## config.mk

```make
export PLATFORM = sky130hd
export DESIGN_NAME = im_loader
export DESIGN_NICKNAME = d
export VERILOG_FILES = /design/src/rtl/im_loader_pkg.sv /design/src/rtl/im_word_packer.sv /design/src/rtl/im_loader.sv
export SDC_FILE = /design/constraint.sdc
export NUM_CORES = 1
export LEC_CHECK = 0
export BUFFER_PORTS_ARGS = -buffer_cell sky130_fd_sc_hd__buf_2
export CAP_MARGIN = 40
export CELL_PAD_IN_SITES_DETAIL_PLACEMENT = 1
export CELL_PAD_IN_SITES_GLOBAL_PLACEMENT = 1
export CORE_MARGIN = 1.5
export CORE_UTILIZATION = 40
export CTS_CLUSTER_SIZE = 28
export DETAILED_ROUTE_END_ITERATION = 12
export PLACE_DENSITY_LB_ADDON = 0.3
export RECOVER_POWER = 100
export SYNTH_ARGS = -nofsm -noshare
export SYNTH_HDL_FRONTEND = slang
export SYNTH_SLANG_ARGS = --single-unit
```

## constraint.sdc

```tcl
create_clock -name clk -period 3.3 [get_ports clk]
set_clock_uncertainty 0.15 [all_clocks]
set_input_delay 0.165 -clock clk [delete_from_list [all_inputs] [get_ports clk]]
set_output_delay 0.165 -clock clk [all_outputs]
set_load 0.02 [all_outputs]
```

## src/rtl/im_loader_pkg.sv

```systemverilog
// Shared constants for the instruction-memory loader.
// Holds the loader state encoding and the stream framing sizes.
package im_loader_pkg;

  localparam int BYTES_PER_WORD = 4;
  localparam int LEN_BYTES      = 2;

  localparam logic [2:0] S_IDLE   = 3'd0;
  localparam logic [2:0] S_LEN_LO = 3'd1;
  localparam logic [2:0] S_LEN_HI = 3'd2;
  localparam logic [2:0] S_DATA   = 3'd3;
  localparam logic [2:0] S_CHK    = 3'd4;
  localparam logic [2:0] S_DONE   = 3'd5;
  localparam logic [2:0] S_ERR    = 3'd6;

  // States in which the loader consumes stream bytes.
  function automatic logic takes_bytes(input logic [2:0] s);
    return (s == S_LEN_LO) || (s == S_LEN_HI) ||
           (s == S_DATA)   || (s == S_CHK);
  endfunction

  // Start is honoured only when no load is in progress.
  function automatic logic can_start(input logic [2:0] s);
    return (s == S_IDLE) || (s == S_DONE) || (s == S_ERR);
  endfunction

endpackage

```

## src/rtl/im_word_packer.sv

```systemverilog
// Packs 4 stream bytes little-endian into one instruction word.
// Ports: clk, rst (async high), clr (drop partial word), byte_en/byte_data
// (accepted byte), last (4th byte this cycle), word/word_valid (registered).
module im_word_packer
  import im_loader_pkg::*;
(
  input  logic        clk,
  input  logic        rst,
  input  logic        clr,
  input  logic        byte_en,
  input  logic [7:0]  byte_data,
  output logic        last,
  output logic [31:0] word,
  output logic        word_valid
);

  logic [1:0]  byte_cnt;
  logic [23:0] partial;

  assign last = byte_en &&
                (byte_cnt == 2'(BYTES_PER_WORD - 1));

  // word_valid follows the 4th byte by one cycle and is not
  // affected by clr, so an issued write always completes.
  always_ff @(posedge clk or posedge rst) begin
    if (rst) begin
      byte_cnt   <= 2'd0;
      partial    <= 24'd0;
      word       <= 32'd0;
      word_valid <= 1'b0;
    end else begin
      word_valid <= last;
      if (clr) begin
        byte_cnt <= 2'd0;
        partial  <= 24'd0;
      end else if (byte_en) begin
        if (last) begin
          word     <= {byte_data, partial};
          byte_cnt <= 2'd0;
        end else begin
          unique case (byte_cnt)
            2'd0:    partial[7:0]   <= byte_data;
            2'd1:    partial[15:8]  <= byte_data;
            default: partial[23:16] <= byte_data;
          endcase
          byte_cnt <= byte_cnt + 2'd1;
        end
      end
    end
  end

endmodule

```

## src/rtl/im_loader.sv

```systemverilog
// Loads a length-prefixed, checksummed byte stream into instruction memory.
// Ports: clk, rst, start, in_valid/in_data/in_ready (byte link),
// we/wa/wd (memory write), cpu_hold, done, err (status, held until start).
module im_loader
  import im_loader_pkg::*;
#(
  parameter int INS_ADDRESS = 9,
  parameter int INS_W       = 32
) (
  input  logic                   clk,
  input  logic                   rst,
  input  logic                   start,
  input  logic                   in_valid,
  input  logic [7:0]             in_data,
  output logic                   in_ready,
  output logic                   we,
  output logic [INS_ADDRESS-1:0] wa,
  output logic [INS_W-1:0]       wd,
  output logic                   cpu_hold,
  output logic                   done,
  output logic                   err
);

  localparam int DEPTH = 2 ** (INS_ADDRESS - 2);
  // One extra bit so a full-depth image ends without wrapping.
  localparam int IDX_W = INS_ADDRESS - 1;

  logic [2:0]       state;
  logic [15:0]      len;
  logic [IDX_W-1:0] word_idx;
  logic [7:0]       sum;

  logic        hs;
  logic        go;
  logic        data_hs;
  logic        last;
  logic [31:0] word;
  logic        word_valid;
  logic [15:0] n_len;
  logic [15:0] idx_next;

  // Ready depends on state only; no path from in_valid.
  assign in_ready = takes_bytes(state);
  assign hs       = in_valid && in_ready;
  assign go       = start && can_start(state);
  assign data_hs  = hs && (state == S_DATA);
  assign n_len    = {in_data, len[7:0]};
  assign idx_next = 16'(word_idx) + 16'd1;

  im_word_packer u_packer (
    .clk        (clk),
    .rst        (rst),
    .clr        (go),
    .byte_en    (data_hs),
    .byte_data  (in_data),
    .last       (last),
    .word       (word),
    .word_valid (word_valid)
  );

  assign we = word_valid;
  assign wd = INS_W'(word);

  always_ff @(posedge clk or posedge rst) begin
    if (rst) begin
      state    <= S_IDLE;
      len      <= 16'd0;
      word_idx <= '0;
      sum      <= 8'd0;
      wa       <= '0;
      cpu_hold <= 1'b0;
      done     <= 1'b0;
      err      <= 1'b0;
    end else begin
      unique case (1'b1)
        go: begin
          state    <= S_LEN_LO;
          cpu_hold <= 1'b1;
          done     <= 1'b0;
          err      <= 1'b0;
          word_idx <= '0;
          sum      <= 8'd0;
        end
        (state == S_LEN_LO) && hs: begin
          len[7:0] <= in_data;
          state    <= S_LEN_HI;
        end
        (state == S_LEN_HI) && hs: begin
          len[15:8] <= in_data;
          if (n_len == 16'd0) begin
            state <= S_CHK;
          end else if ({1'b0, n_len} > 17'(DEPTH)) begin
            state <= S_ERR;
            err   <= 1'b1;
          end else begin
            state <= S_DATA;
          end
        end
        data_hs: begin
          sum <= sum + in_data;
          if (last) begin
            wa       <= {word_idx[INS_ADDRESS-3:0], 2'b00};
            word_idx <= word_idx + IDX_W'(1);
            if (idx_next == len) state <= S_CHK;
          end
        end
        (state == S_CHK) && hs: begin
          if (in_data == sum) begin
            state    <= S_DONE;
            cpu_hold <= 1'b0;
            done     <= 1'b1;
          end else begin
            state <= S_ERR;
            err   <= 1'b1;
          end
        end
        default: ;
      endcase
    end
  end

endmodule

```

==> Word-level counts from Yosys, hierarchy flattened <==
Cells that the tools add are included.
{ "word_totals": {"reg_bits": 104, "input_bits": 12, "output_inout_bits": 46} }
{ "classes": {"addsub": 4, "order_cmp": 1, "n_eq_ne": 18, "mux": 26, "bitwise_logic": 1, "n_reduce_logical": 31} }
{ "ops": {"columns": ["operator", "n"], "rows": [
  ["two-way mux 24 bit", 3],
  ["two-way mux 8 bit", 4],
  ["one-hot mux 8 bit (2 select lines)", 2],
  ["== test 9 x 16 -> 1 bit", 1],
  ["> comparator 16 x 8 -> 1 bit (second input constant)", 1],
  ["logical NOT 16 bit", 1],
  ["one-hot mux 3 bit (5 select lines)", 1],
  ["AND reduction 3 bit", 5],
  ["two-way mux 3 bit", 4],
  ["inequality test 2 bit (second input constant)", 5],
  ["adder 8 x 1 -> 9 bit (second input constant)", 1],
  ["== test 3 bit (second input constant)", 3],
  ["adder 8 x 1 -> 8 bit (second input constant)", 1],
  ["adder 8 bit", 1],
  ["== test 8 bit", 1],
  ["two-way mux 2 bit", 4],
  ["nonzero test 2 bit", 4],
  ["logical AND 1 bit", 7],
  ["== test 3 x 2 -> 1 bit (second input constant)", 2],
  ["inequality test 2 x 1 -> 1 bit (second input constant)", 3],
  ["AND reduction 2 bit", 3],
  ["logical OR 1 bit", 5],
  ["two-way mux 1 bit", 5],
  ["nonzero test 5 bit", 1],
  ["other kinds (12)", 13]
]} }

==> Longest topological paths before layout <==
{ "depth": {"word_depth": 10, "depth_mapped": 9, "depth_no_buf": 8} }

==> Modules after synthesis <==
From an unflattened synthesis, not the netlist that was laid out.
{ "unflattened": {"cells_unflattened": 437, "hier_area_um2": 5052.3} }
{ "by_module_without_submodules": {"columns": ["mod", "instances", "cells_per_inst", "area_each_um2", "seq_area_each_um2"], "rows": [
  ["im_loader", 1, 264, 2597.5, 1126.1],
  ["im_word_packer", 1, 173, 2454.9, 1476.4]
]} }

==> Worst setup path before layout <==
No wires, ideal clock.
{ "synth_path": {"path_type": "register -> register", "startpoint": "register sum[0]", "endpoint": "register sum[6]", "setup_time_ps": 138, "arrival_time_ps": 1766, "slack_ps": 1246, "path_stages_with_launch": 9, "n_path_buf": 0, "period_less_slack_ps": 2054, "cell_sequence": "dfrtp_1 ha_1 fa_1 a21o_1 a21oi_1 o21bai_1 a21oi_1 xor2_1 o22ai_1"} }
{ "synth_between": {"elab_chain_cells": 2} }
{ "synth_rtl": {"columns": ["element", "line", "source"], "rows": [
  ["from (decl)", "im_loader.sv:31", "logic [7:0] sum;"],
  ["from (signal assigned)", "im_loader.sv:100", "sum <= sum + in_data;"],
  ["adder 8 bit", "im_loader.sv:100", null],
  ["one-hot mux 8 bit (2 select lines)", "im_loader.sv:75", "unique case (1'b1)"]
]} }
Every way passes these cells.
A chain may end at the register's enable or synchronous reset.

==> Worst setup path in the final report <==
{ "layout_path": {"startpoint": "register state[1]", "endpoint": "register sum[2]"} }
{ "layout_between": {"elab_chain_cells": 7, "elab_cells_between_ends": 17} }
{ "layout_rtl": {"columns": ["element", "line", "source"], "rows": [
  ["from (decl)", "im_loader.sv:28", "logic [2:0] state;"],
  ["from (signal assigned)", "im_loader.sv:66", "state <= S_IDLE;"],
  ["from (signal assigned)", "im_loader.sv:77", "state <= S_LEN_LO;"],
  ["from (signal assigned)", "im_loader.sv:86", "state <= S_LEN_HI;"],
  ["== test 3 x 1 -> 1 bit or == test 3 x 2 -> 1 bit (tied branches)", "im_loader_pkg.sv:18", "return (s == S_LEN_LO) || (s == S_LEN_HI) ||"],
  ["logical OR 1 bit (2 in a row)", "im_loader_pkg.sv:18", null],
  ["logical OR 1 bit", "im_loader_pkg.sv:19", "(s == S_DATA) || (s == S_CHK);"],
  ["logical AND 1 bit", "im_loader.sv:44", "assign hs = in_valid && in_ready;"],
  ["logical AND 1 bit", "im_loader.sv:46", "assign data_hs = hs && (state == S_DATA);"],
  ["one-hot mux 8 bit (2 select lines) or nonzero test 2 bit (tied branches)", null, null]
]} }
Several ways; a longest one is shown, not always the timed one.

==> impl_results.md <==
* Worst reg2reg path depth at 4
* Max Root-Sink Buffers at 2
* #FFs+latches synth at 104
* RePlAce Congestion at 0.785
* Core Box Area at about 12,000 um^2
* Slew Viols, Final at 56
* Type of origin of the critical path: flop
* Crit path to: sum[2]$_DFFE_PP0P_
* Synth top area cells: dfrtp_1 53%, nand2_1 11%, mux2i_1 5.1%
* Post-synthesis cell count at 502
* All-Layer GR Usage at a little over a fifth
* Worst vdd ir at 305 uV
* CTS Sinks at 104
* Synth Warn # at 0
* Dpl cells at 685
* Synthesized area per cell at about 9.8 um^2
* Fin crit share at between 80% and 90%
* Drt wl/cell at 17.8 um
* Synth unique cells at 53
* DIE AREA at 13,000 um^2
* Critical Path End Type: flop
* Final WL at 12,500 um
* Final TNS setup at 0 ps
* Critical path origin: state[1]$_DFFE_PP0P_
* Failing checks: max-capacitance violations, max-slew violations
* Final-report setup violation count at 0
* First DRT Iteration DRCs at around 150
* Top-area cell type share of the netlist area at 52.8%
* CTS H-tree lvls at 3
* Share of layout cells above drive strength 1 at 9.89%
* Vias per cell at roughly 5.3
* Pwr/cell area at 707 nW/um^2
* Worst Hold Class: input pin to flop
* Boundary pin count at 58
* RSZ-0062 raised after global routing: no
* Maxcap violations at 1
* Arrival time of the worst setup path at 2840 ps
* R2R Path End: sum[2]$_DFFE_PP0P_
* Largest net degree at the start of global routing at 56
* FFs w/ async S/R, synth at 100%
* Nets@finish at 575
* Drt drc at 0
* Filler cell count at 1,421
* Gr ovfl total at 0
* Fin cells at 703
* DIE WIDTH at 114 um
* Row count at 40
* Leading cell type in the layout, fill and taps excluded: nand2_1
* Clock root buffer: clkbuf_16
* First-pass GRT wire length at 21,100 um
* Skew-Pair Late Insertion Delay at 350 ps
* Vias in the first global route at 4,058
* Post-synth EDFFs at 0
* Pre-CTS setup slack at 646 ps
* Total power at 0.00392 W
* Leak pwr at between 2 and 3 nW
* Routed vias at 3,754
* Max FO, Critical Path at 29
* Fmax at 0.359 GHz
* CTS clk-pin slew, worst paths at 80 ps
* Synthesized area at 4930 um^2
* Total CTS buffers at 9
* Layout overhead on the synthesized area at 12.4%
* Crit Reg-Reg Startpoint: state[1]$_DFFE_PP0P_
* Worst-Margin Slew at 2130 ps
* Worst rel slew slack at -42.3%
* Post-route ant nets at 0
* R2R Setup Slk at ~500 ps
* Hold_buf cts at 2
* DP HPWL at between 8000 and 9000 um
* Die height at 114 um
* Final setup margin at between 500 and 600 ps
* Outcome: finished with violations
* Post-cts sizing count at 0
* Setup CP Type: flop to flop
* Final Hold Viols at 0
* CTS tree: yes
* ANT cells at 0
* Post-CTS Setup Repair Bufs at 0
* Initial antenna violation count at 0
* PortBufs at 55
* Initial Util at 41.1%
* Prevailing post-synth register cell: dfrtp_1
* Post-layout min period at 2790 ps
* Worst EP required at roughly 3400 ps
* Worst hold slack at 17.6 ps
* Initial DRT Pass Iterations at 4
* Register area share after synthesis at a little over half
* Cell taking the most area after synthesis: dfrtp_1
* Most frequent cells in the layout: 144 x nand2_1, 104 x dfrtp_1, 44 x clkbuf_1, 37 x nor2_1, 25 x mux2i_1
## cell families (layout without fill, tap and decap cells)
kind of cell    after synthesis  in the layout  synth area share, %
compound gates               54             54                 6.57
xor+xnor                     21             21                 3.73
fa+ha+maj                    12             12                 3.20
buf+inv                      39             92                 4.19
flops                       104            104                 52.8
mux                          40             40                 8.50
other cells                   1              2               0.0760
simple gates                231            231                 21.0
## metrics by stage
stage / instance area [um^2] / utilization [%]
after floorplan: 4940 / -
after global placement: 5290 / 44.1
after detailed placement: 5290 / 44.1
after CTS: 5620 / 46.8
after global routing: 5540 / 46.2
final: 5540 / 46.2
## flip-flops by register name (all words and copies together), names as in the netlist, 2 cells and up
| name | cells |
|---|---|
| sum | 8 |
| u_packer.byte_cnt | 2 |
| u_packer.partial | 24 |
| len | 16 |
| word_idx | 8 |
| state | 3 |
| wa | 7 |
| u_packer.word | 32 |
## where the power goes
group	switching, W	internal (W)
Combinational	0.000621	0.000445
Sequential	0.000223	0.00151
Clock	0.000501	0.000619
## worst min path at each step
stage,startpoint,to,slack (ps),cells after the start
finish,in_data[2],u_packer.word[26]$_DFFE_PP0P_,20,3
global route,in_data[2],u_packer.word[26]$_DFFE_PP0P_,30,3
global placement,rst,u_packer.word[29]$_DFFE_PP0P_,180,2
CTS,in_data[2],u_packer.word[26]$_DFFE_PP0P_,7,3
detailed placement,rst,u_packer.partial[5]$_DFFE_PP0P_,180,2
floorplan,in_data[0],u_packer.word[24]$_DFFE_PP0P_,130,2
## synth_stat cells, types with 2 or more instances
| library cell | count |
|---|---|
| nand2b_1 | 2 |
| or2b_1 | 2 |
| o21ai_0 | 16 |
| o31ai_1 | 4 |
| nand4_1 | 4 |
| nand3_1 | 9 |
| buf_6 | 3 |
| nor4_1 | 6 |
| buf_4 | 5 |
| o22ai_1 | 6 |
| buf_2 | 15 |
| mux2i_1 | 25 |
| o21ai_1 | 2 |
| inv_1 | 11 |
| a21boi_0 | 2 |
| clkbuf_1 | 3 |
| nand2_1 | 144 |
| xor2_1 | 8 |
| dfrtp_1 | 104 |
| nor3_1 | 7 |
| mux2_2 | 15 |
| nor2_1 | 37 |
| and3_1 | 6 |
| nor3b_1 | 2 |
| xnor2_1 | 13 |
| ha_1 | 11 |
| a21oi_1 | 14 |
## critical path, cell delays in order (launching register included)
cell,delay [ps]
dfrtp_1,520
xnor2_1,210
o21ai_1,890
clkbuf_2,650
o22ai_1,220
## routing by layer
metal / track usage, % / wire [um]
met5: 0 / 0
met4: 8.50 / 298
met3: 3.08 / 331
met2: 34.8 / 6030
met1: 28.1 / 5880
## final cells by class
type,count,area (um^2),share of cell area (%)
multi-input combinational,360,2110,38.1
timing repair buffer,64,288,5.19
clock buffer,10,239,4.31
inverter,12,45.0,0.812
clock inverter,6,71.3,1.29
tap,147,184,3.32
sequential,104,2600,46.9
(Power assumes the default switching activity.)
